## config.mk

```make
export PLATFORM = sky130hd
export DESIGN_NAME = ring_step_sequencer
export DESIGN_NICKNAME = d
export VERILOG_FILES = /design/src/rtl/ring_step_sequencer.sv
export SDC_FILE = /design/constraint.sdc
export NUM_CORES = 1
export LEC_CHECK = 0
export ABC_AREA = 1
export BUFFER_PORTS_ARGS = -buffer_cell sky130_fd_sc_hd__clkbuf_2
export CORE_ASPECT_RATIO = 1.5
export CORE_MARGIN = 2
export CORE_UTILIZATION = 30
export DETAILED_ROUTE_END_ITERATION = 10
export SETUP_SLACK_MARGIN = 0.5
export SYNTH_ARGS = -nofsm -noshare
export SYNTH_HDL_FRONTEND = slang
export SYNTH_SLANG_ARGS = --single-unit
export TNS_END_PERCENT = 5
```

## constraint.sdc

```tcl
create_clock -name clk -period 2.2 [get_ports clk]
set_input_delay 0 -clock clk [delete_from_list [all_inputs] [get_ports clk]]
set_output_delay 0 -clock clk [all_outputs]
set_load 0.05 [all_outputs]
```

## src/rtl/ring_step_sequencer.sv

```systemverilog
// Command-driven sequencer for the 3-bit ring state: accepts (dir, steps, interval) commands,
// rotates Q once per scheduled step and emits registered F/R strobes plus a done pulse.
module ring_step_sequencer #(
  parameter int unsigned CNT_W = 8,
  parameter int unsigned DIV_W = 8
) (
  input  logic             clk,
  input  logic             rst,
  input  logic             cmd_valid,
  output logic             cmd_ready,
  input  logic             cmd_dir,
  input  logic [CNT_W-1:0] cmd_steps,
  input  logic [DIV_W-1:0] cmd_div,
  input  logic             abort,
  output logic [0:2]       Q,
  output logic             F,
  output logic             R,
  output logic             busy,
  output logic             done
);

  typedef enum logic {StIdle, StRun} state_e;

  state_e           state_q;
  logic             dir_q;
  logic [CNT_W-1:0] remaining_q;
  logic [DIV_W-1:0] div_q;
  logic [DIV_W-1:0] timer_q;

  assign cmd_ready = (state_q == StIdle) && !rst;
  assign busy      = (state_q == StRun);

  always_ff @(posedge clk) begin
    if (rst) begin
      state_q     <= StIdle;
      Q           <= 3'b100;
      F           <= 1'b0;
      R           <= 1'b0;
      done        <= 1'b0;
      dir_q       <= 1'b0;
      remaining_q <= '0;
      div_q       <= '0;
      timer_q     <= '0;
    end else begin
      F    <= 1'b0;
      R    <= 1'b0;
      done <= 1'b0;
      case (state_q)
        StIdle: begin
          if (cmd_valid) begin
            if (cmd_steps == '0) begin
              done <= 1'b1;
            end else begin
              dir_q       <= cmd_dir;
              remaining_q <= cmd_steps;
              div_q       <= cmd_div;
              timer_q     <= cmd_div;
              state_q     <= StRun;
            end
          end
        end
        StRun: begin
          if (abort) begin
            state_q <= StIdle;
          end else if (timer_q == '0) begin
            // Forward walks 100 -> 001 -> 010, reverse walks 100 -> 010 -> 001.
            if (dir_q) Q <= {Q[1], Q[2], Q[0]};
            else       Q <= {Q[2], Q[0], Q[1]};
            F           <= dir_q;
            R           <= !dir_q;
            timer_q     <= div_q;
            remaining_q <= remaining_q - CNT_W'(1);
            if (remaining_q == CNT_W'(1)) begin
              state_q <= StIdle;
              done    <= 1'b1;
            end
          end else begin
            timer_q <= timer_q - DIV_W'(1);
          end
        end
      endcase
    end
  end

endmodule

```

## After elaboration in Yosys (flattened, before gate mapping)

Index checks and enable logic that the tools add are counted.

- Register bits after elaboration: 32
- Input bits: 21
- Word-level logic and storage cells: 53

- Add/sub/neg operators: 2
- Equal/unequal tests: 5
- Muxes and demuxes: 23
- Bitwise gates (word level): 4
- Reductions and logical operators: 10

Operators by type and width:

| operator | count |
|---|---|
| 2-to-1 mux 8 bit | 8 |
| case mux 8 bit (2 select lines) | 2 |
| logical NOT 8 bit | 2 |
| subtractor 8 x 1 -> 8 bit, second input constant | 2 |
| 2-to-1 mux 1 bit | 10 |
| AND reduction 3 bit | 3 |
| equality test 8 x 1 -> 1 bit, second input constant | 1 |
| inequality test 2 bit, second input constant | 3 |
| inverter 1 bit | 4 |
| case mux 1 bit (2 select lines) | 2 |
| AND reduction 4 bit | 1 |
| OR reduction 4 bit | 1 |
| 2-to-1 mux 3 bit | 1 |
| logical NOT 1 bit | 2 |
| inequality test 2 x 1 -> 1 bit, second input constant | 1 |
| logical AND 1 bit | 1 |

## Longest topological paths before layout

Gate-level depths: netlist of the first run.

- Depth in word-level cells: 5
- Depth in mapped cells: 11

## Least setup slack after synthesis of the first run

Ideal clock, no wire load.

- Path type: register to register
- Start: register state_q (netlist: busy)
- End: register remaining_q[3]
- Setup time: 0.114 ns
- Arrival: 1.550 ns
- Required time: 2.086 ns
- Slack: 0.536 ns
- Stages on the path, launching flop included: 9
- Period minus slack after synthesis: 1.664 ns
- Cell sequence: dfxtp_1 -> inv_2 -> or2_1 -> nand2_1 -> inv_2 -> nor2_4 -> nand2_1 -> nand2_1 -> nor2_1

- Word-level cells in the longest chain between the ends: 3
- Elaborated cells on any way between the ends: 7

RTL lines:

| what | line | source |
|---|---|---|
| start: declaration | 24 | `state_e state_q;` |
| start signal: assignment | 35 | `state_q <= StIdle;` |
| start signal: assignment | 58 | `state_q <= StRun;` |
| start signal: assignment | 64 | `state_q <= StIdle;` |
| inverter 1 bit | - |  |
| inequality test 2 bit (no line) | - |  |
| AND reduction 4 bit (no line) | - |  |
| end signal: assignment | 55 | `remaining_q <= cmd_steps;` |
| end signal: assignment | 72 | `remaining_q <= remaining_q - CNT_W'(1);` |
| end: declaration | 26 | `logic [CNT_W-1:0] remaining_q;` |

Several ways; a longest one is shown, not always the timed one.
A chain may end at the register's enable or synchronous reset.

## Worst setup path after layout of the first run

- Start: register timer_q[0]
- End: register remaining_q[7]

- Word-level cells in the longest chain between the ends: 3

RTL lines:

| what | line | source |
|---|---|---|
| start: declaration | 28 | `logic [DIV_W-1:0] timer_q;` |
| start signal: assignment | 57 | `timer_q <= cmd_div;` |
| start signal: assignment | 71 | `timer_q <= div_q;` |
| start signal: assignment | 78 | `timer_q <= timer_q - DIV_W'(1);` |
| logical NOT 8 bit | 65 | `end else if (timer_q == '0) begin` |
| inequality test 2 x 1 -> 1 bit (no line) | - |  |
| AND reduction 4 bit (no line) | - |  |

No other way between the ends.

==> run metrics, run 1 <==
Ant. Diodes 0; yosys warns 0; # fillers 655; cell family with most CP delay simple AND/OR/NAND/NOR gates; via count 1930; crit-path cells inv_1, ha_1, inv_1, nor3_2, nand2_2, nand2_1, nand2_2, nor2_2, nand2_1, a21oi_1; total power divided by cell area 710 nW/µm²; grt total ovfl 0; Die Y 99.7 µm; Setup WS post-layout 0.572 ns; syn nets 320; R2R Setup Slk 0.57 ns; Worst Path Class, Setup flip-flop to flip-flop; slowest CP cell dfxtp_1; Core Region 5870 µm²; row count 34; max-cap violations 0; # clock sinks 32; TritonCTS clock tree built; flops & latches, synth 32; worst stage delay on the critical path 0.31 ns; P_leak 1.10 nW; Clock transition at path regs 0.07 ns; Worst Path Buf+Inv 2; Synth Cell Area 1830 µm²; commonest non-fill, non-tap cell in the layout nand2_1; initial core utilization 31.2%; placer congestion estimate 0.861; antenna violations before repair 0; status completed; DRC errors left 0; Setup violations, final 0; final-stage net count 360; Avg Cell Area, Syn 6.21 µm²; most frequent cells in the layout nand2_1, inv_1, dfxtp_1, nor2_1; drt first pass iters 5; TritonCTS Buffers 5; WP data arrival 1.85 ns; Rel. slew slack 54.6%; Worst-Margin Slew 0.680 ns; vias in the first global route 1711; # IOs 29; CP Capture Type flip-flop; share of cells above drive strength 1 17.6%; Final min period 1.63 ns; Peak VDD IR 0.000265 V; H-tree depth 2; Mapped Cells 295; Synth cell types 25; CP Launch Type flip-flop; Pins Over Slew Limit 0; ANT nets after route 0; setup TNS 0 ns; die width 67.8 µm; Clk Latency, worst-skew pair 0.29 ns; first-pass GRT wire length 7570 µm; Crit path required time 2.42 ns; gr usage total 14.6%; sequential share of the synthesized area 35.0%; clock root buffer clkbuf_8; Hold Slack 0.00358 ns; Design Power 1.60 mW; Synth area leaders dfxtp_1, nand2_1, inv_1; Via density 4.73; # port buffers 28; Hold Violations, Final 0; RSZ-0062 raised after global routing true; Iter 0 DRT Violations 92; Final Skew 0.00377 ns; final wirelength 4850 µm; Fmax 0.614 GHz; post-layout util 38.3%; P&R area growth vs syn 22.7%; period utilization 74.0%; cell taking the most area after synthesis dfxtp_1; Hold WC Path Type primary input to flip-flop; CP max FO 4; Placement Setup Slack 0.399 ns; drt wl/cell 11.9 µm; pin count of the biggest net entering global routing 22; maximum clock insertion buffer count 2; die area 6760 µm²; detailed placement HPWL 3390 µm; share of the synthesized area in the top cell type 35.0%
-- power breakdown --
part | switching (mW) | internal (mW)
registers | 0.0381 | 0.627
logic | 0.285 | 0.163
clock network | 0.233 | 0.250
-- Yosys cell counts, drive strengths merged --
| library cell | count |
|---|---|
| a31oi | 2 |
| nand3 | 24 |
| inv | 42 |
| dfxtp | 32 |
| or2 | 2 |
| o211ai | 2 |
| nand4 | 1 |
| o21ai | 29 |
| a211oi | 1 |
| nor3 | 4 |
| clkbuf | 4 |
| nand2 | 81 |
| nor2 | 37 |
| buf | 4 |
| ha | 4 |
| xor2 | 1 |
| a21oi | 25 |
-- state kept, by name, indices dropped and copies added, names as in the netlist --
signal	cells
F	1
Q	3
R	1
busy	1
dir_q	1
div_q	8
done	1
remaining_q	8
timer_q	8
-- stage by stage --
stage,cell area [µm²],instances
2_1_floorplan,1830,295
3_3_place_gp,2040,389
3_5_place_dp,2040,389
4_1_cts,2220,407
5_1_grt,2250,408
6_report,2250,408
-- layer usage --
| metal | vias to the layer above | routed length [µm] | global-route usage (%) |
|---|---|---|---|
| met1 | 876 | 2080 | 16.4 |
| li1 | 1018 | - | - |
| met5 | - | 0 | 0 |
| met4 | 0 | 79 | 5.85 |
| met2 | 29 | 2540 | 26.3 |
| met3 | 7 | 153 | 2.83 |
-- repair_timing --
action	in CTS	in global routing
gates cloned	0	1
endpoints found under the setup margin	8	21
hold buffers	6	0
resized for setup	0	6
buffers inserted	4	0
pin swaps	1	1
hold endpoints to repair	6	0
-- tightest hold or removal path: cells and delay by family --
family | cells | cell delay [ns]
AOI/OAI and AO/OA | 2 | 0.17
buffers and inverters | 1 | 0.08
-- final timing paths --
check,from,endpoint,cells after the start
worst min register to register,dir_q,R,1
worst max register to register,timer_q[0],remaining_q[7],10
worst max-delay path,timer_q[0],remaining_q[7],10
worst min-delay path,cmd_dir,dir_q,3
-- kinds of logic after synthesis --
logic type | Yosys count | share of synthesized area [%]
AND/OR/NAND/NOR | 149 | 34.7
XOR/XNOR | 1 | 0.479
AO/OA/AOI/OAI | 59 | 16.7
adder cells (fa/ha/maj) | 4 | 2.73
flip-flops | 32 | 35.0
buffers and inverters | 50 | 10.5
-- final cells by class --
cell class / count / area [µm²] / share of cell area [%]
clock buffers: 6 / 82.6 / 3.68
clock inverters: 2 / 10.0 / 0.446
inverters: 42 / 160 / 7.13
multi-input cells: 214 / 1020 / 45.3
flip-flops and latches: 32 / 641 / 28.5
well taps: 72 / 90.1 / 4.01
repair buffers: 40 / 245 / 10.9
Note: power is estimated with default switching activity, not from simulation.
==> inputs of run 2 (changes only) <==
--- a/config.mk
+++ b/config.mk
@@ -5,7 +5,7 @@
 export SDC_FILE = /design/constraint.sdc
 export NUM_CORES = 1
 export LEC_CHECK = 0
-export ABC_AREA = 1
+export ABC_AREA = 0
 export BUFFER_PORTS_ARGS = -buffer_cell sky130_fd_sc_hd__clkbuf_2
 export CORE_ASPECT_RATIO = 1.5
 export CORE_MARGIN = 2
==> constraint.sdc (replaced) <==
create_clock -name clk -period 1.4 [get_ports clk]
set_input_delay 0 -clock clk [delete_from_list [all_inputs] [get_ports clk]]
set_output_delay 0 -clock clk [all_outputs]
set_load 0.05 [all_outputs]
==> run 2 against run 1 <==
Against the previous run: the run now ends with setup timing left; global-route usage rose by 2.2 points; die area rose by 4.9%; combinational power rose by 120%; largest cell class unchanged.
==> run metrics, run 2 <==
Hold Slack 0.0837 ns; WHS Endpoint done; CP Launch Type flip-flop; total power divided by cell area 989 nW/µm²; yosys warns 0; Hold Path Stages 4; gr usage total 16.8%; CP Capture Type flip-flop; CP max FO 3; Crit path required time 1.60 ns; row count 35; # port buffers 28; Compound-Gate Fraction of Synth Area 27.2%; Worst-Margin Slew 0.399 ns; die width 69.4 µm; worst reg2reg path endpoint timer_q[7]; drt first pass iters 4; Seq pwr share 37.5%; Hold WC Path Type primary input to flip-flop; Post-Synth XOR/XNOR Area 0%; final-stage net count 342; Iter 0 DRT Violations 72; Pins Over Slew Limit 0; share of cells above drive strength 1 41.2%; Die Y 102 µm; R2R Setup Slk -0.18 ns; Post-synth EDFFs 0; period utilization 113%; Largest regs div_q x8, remaining_q x8, timer_q x8; most frequent cells in the layout buf_4, dfxtp_1, nand2_1; Ant. Diodes 0; simple-gate area share of the yosys netlist 27.7%; TritonCTS Buffers 5; multiplexer share of the synthesized area 1.56%; Peak VDD IR 0.000549 V; Core Region 6170 µm²; RSZ-0062 raised after global routing true; Setup violations, final 23; ANT nets after route 0; Clk Latency, worst-skew pair 0.29 ns; WP data arrival 1.79 ns; drt wl/cell 14.5 µm; dominant register cell in the synthesized netlist dfxtp_1; switching power 0.908 mW; max-cap violations 0; Fmax 0.631 GHz; P_leak 1.17 nW; combinational share of power 35.5%; hold wc startpoint cmd_valid; largest family of logic cells by synthesized area simple AND/OR/NAND/NOR gates; clock root buffer clkbuf_8; Final Skew 0.00584 ns; die area 7090 µm²; status finished, violations left; Sw Share 32.4%; flops & latches, synth 32; H-tree depth 2; post-synthesis adder-cell area fraction 2.60%; sequential share of the synthesized area 33.3%; # clock sinks 32; share of the synthesized area in the top cell type 33.3%; initial core utilization 31.2%; antenna violations before repair 0; top post-synthesis cells by count dfxtp_1, nand2_1, a21oi_1, nor2_1, nor3_1; # fillers 593; Synth area leaders dfxtp_1, a21oi_1, nand2_1; part of the power in the clock network 26.9%; Worst Path Class, Setup flip-flop to flip-flop; FF-to-FF Start timer_q[2]; Synth cell types 49; violated checks setup timing; maximum clock insertion buffer count 2; grt total ovfl 0; final wirelength 5700 µm; Mapped Cells 236; Clock transition at path regs 0.07 ns; Synth Cell Area 1930 µm²; pin count of the biggest net entering global routing 19; Hold Violations, Final 0; Rel. slew slack 73.4%; # IOs 29; Placement Setup Slack -0.278 ns; Setup WS post-layout -0.185 ns; DRC errors left 0; vias in the first global route 2098; post-synthesis async set-or-reset flop share 0%; P&R area growth vs syn 47.1%; Avg Cell Area, Syn 8.16 µm²; syn nets 261; commonest non-fill, non-tap cell in the layout buf_4; r2r worst-path depth 4; Via density 5.27; TritonCTS clock tree built; Final min period 1.58 ns; via count 2064; Design Power 2.80 mW; most numerous cell in the Yosys netlist dfxtp_1; detailed placement HPWL 4280 µm; placer congestion estimate 0.906; cell taking the most area after synthesis dfxtp_1; Cell Int Power 1.89 mW; first-pass GRT wire length 9700 µm
run 2: cell types whose count changed after synthesis, sizes merged, moves of 5 or more:
cell / change
inv: -34
o21ai: -25
nor3: +8
a211oi: +5
o32ai: +7
buf: +9
nand2b: +9
nand3: -18
nor2: -20
nor3b: +5
and3: +5
a311oi: +6
nand2: -53
run 2: per-layer routing:
metal  global-route usage [%]  wire length [µm]  up-vias
met2                     34.4              3250       41
met4                     7.09               150        0
met3                     2.37               148       15
met5                        0                 0        -
met1                     16.7              2150      980
li1                         -                 -     1028
run 2: worst max-delay path by stage:
| stage | to | cells after the start | start |
|---|---|---|---|
| after floorplan | timer_q[1] | 7 | timer_q[1] |
| after global placement | timer_q[6] | 5 | cmd_steps[6] |
| after detailed placement | timer_q[7] | 4 | timer_q[2] |
| after CTS | timer_q[7] | 4 | timer_q[2] |
| after global routing | timer_q[7] | 4 | timer_q[2] |
| final | timer_q[7] | 4 | timer_q[2] |
run 2: power groups by stage:
stage / clock network [mW] / registers (mW) / logic (mW)
detailed placement: 0 / 1.07 / 0.891
finish: 0.754 / 1.05 / 0.995
floorplan: 0 / 1.06 / 0.536
global route: 0.801 / 1.06 / 1.09
CTS: 0.771 / 1.05 / 0.975
global placement: 0 / 1.07 / 0.881
run 2: kinds of logic (layout without fill, tap and decap cells):
kind of cell,after synthesis,after routing
DFF,32,32
muxes,3,3
buffers and inverters,28,110
and+or+nand+nor,98,98
AOI/OAI and AO/OA,71,71
adders and majority gates,4,4
run 2: cell type report:
type,count,area (µm²),share of cell area (%)
multi-input cells,176,1250,44.0
flip-flops and latches,32,652,23.0
clock buffers,8,90.1,3.18
well taps,74,92.6,3.27
repair buffers,94,722,25.5
inverters,8,30.0,1.06
run 2: what timing repair did:
| item | CTS | global route |
|---|---|---|
| endpoints found under the hold margin | 12 | 0 |
| hold buffers | 9 | 0 |
| buffers inserted | 2 | 0 |
| pin swaps | 15 | 6 |
| setup endpoints to repair | 37 | 37 |
| gates resized for setup | 33 | 6 |
run 2: worst max-delay path: stages, from the launching register on:
cell,delay [ns]
dfxtp_4,0.36
or4_4,0.54
a311oi_2,0.19
o211ai_1,0.13
a311oi_2,0.28
run 2: stage by stage:
step	instances	setup TNS, ns	cell area (µm²)	util [%]
floorplan	236	-3.50	1970	-
global placement	373	-4.20	2500	40.5
detailed placement	373	-4.59	2500	40.5
CTS	392	-2.28	2810	45.5
global route	392	-4.50	2830	45.9
finish	392	-2.43	2830	45.9
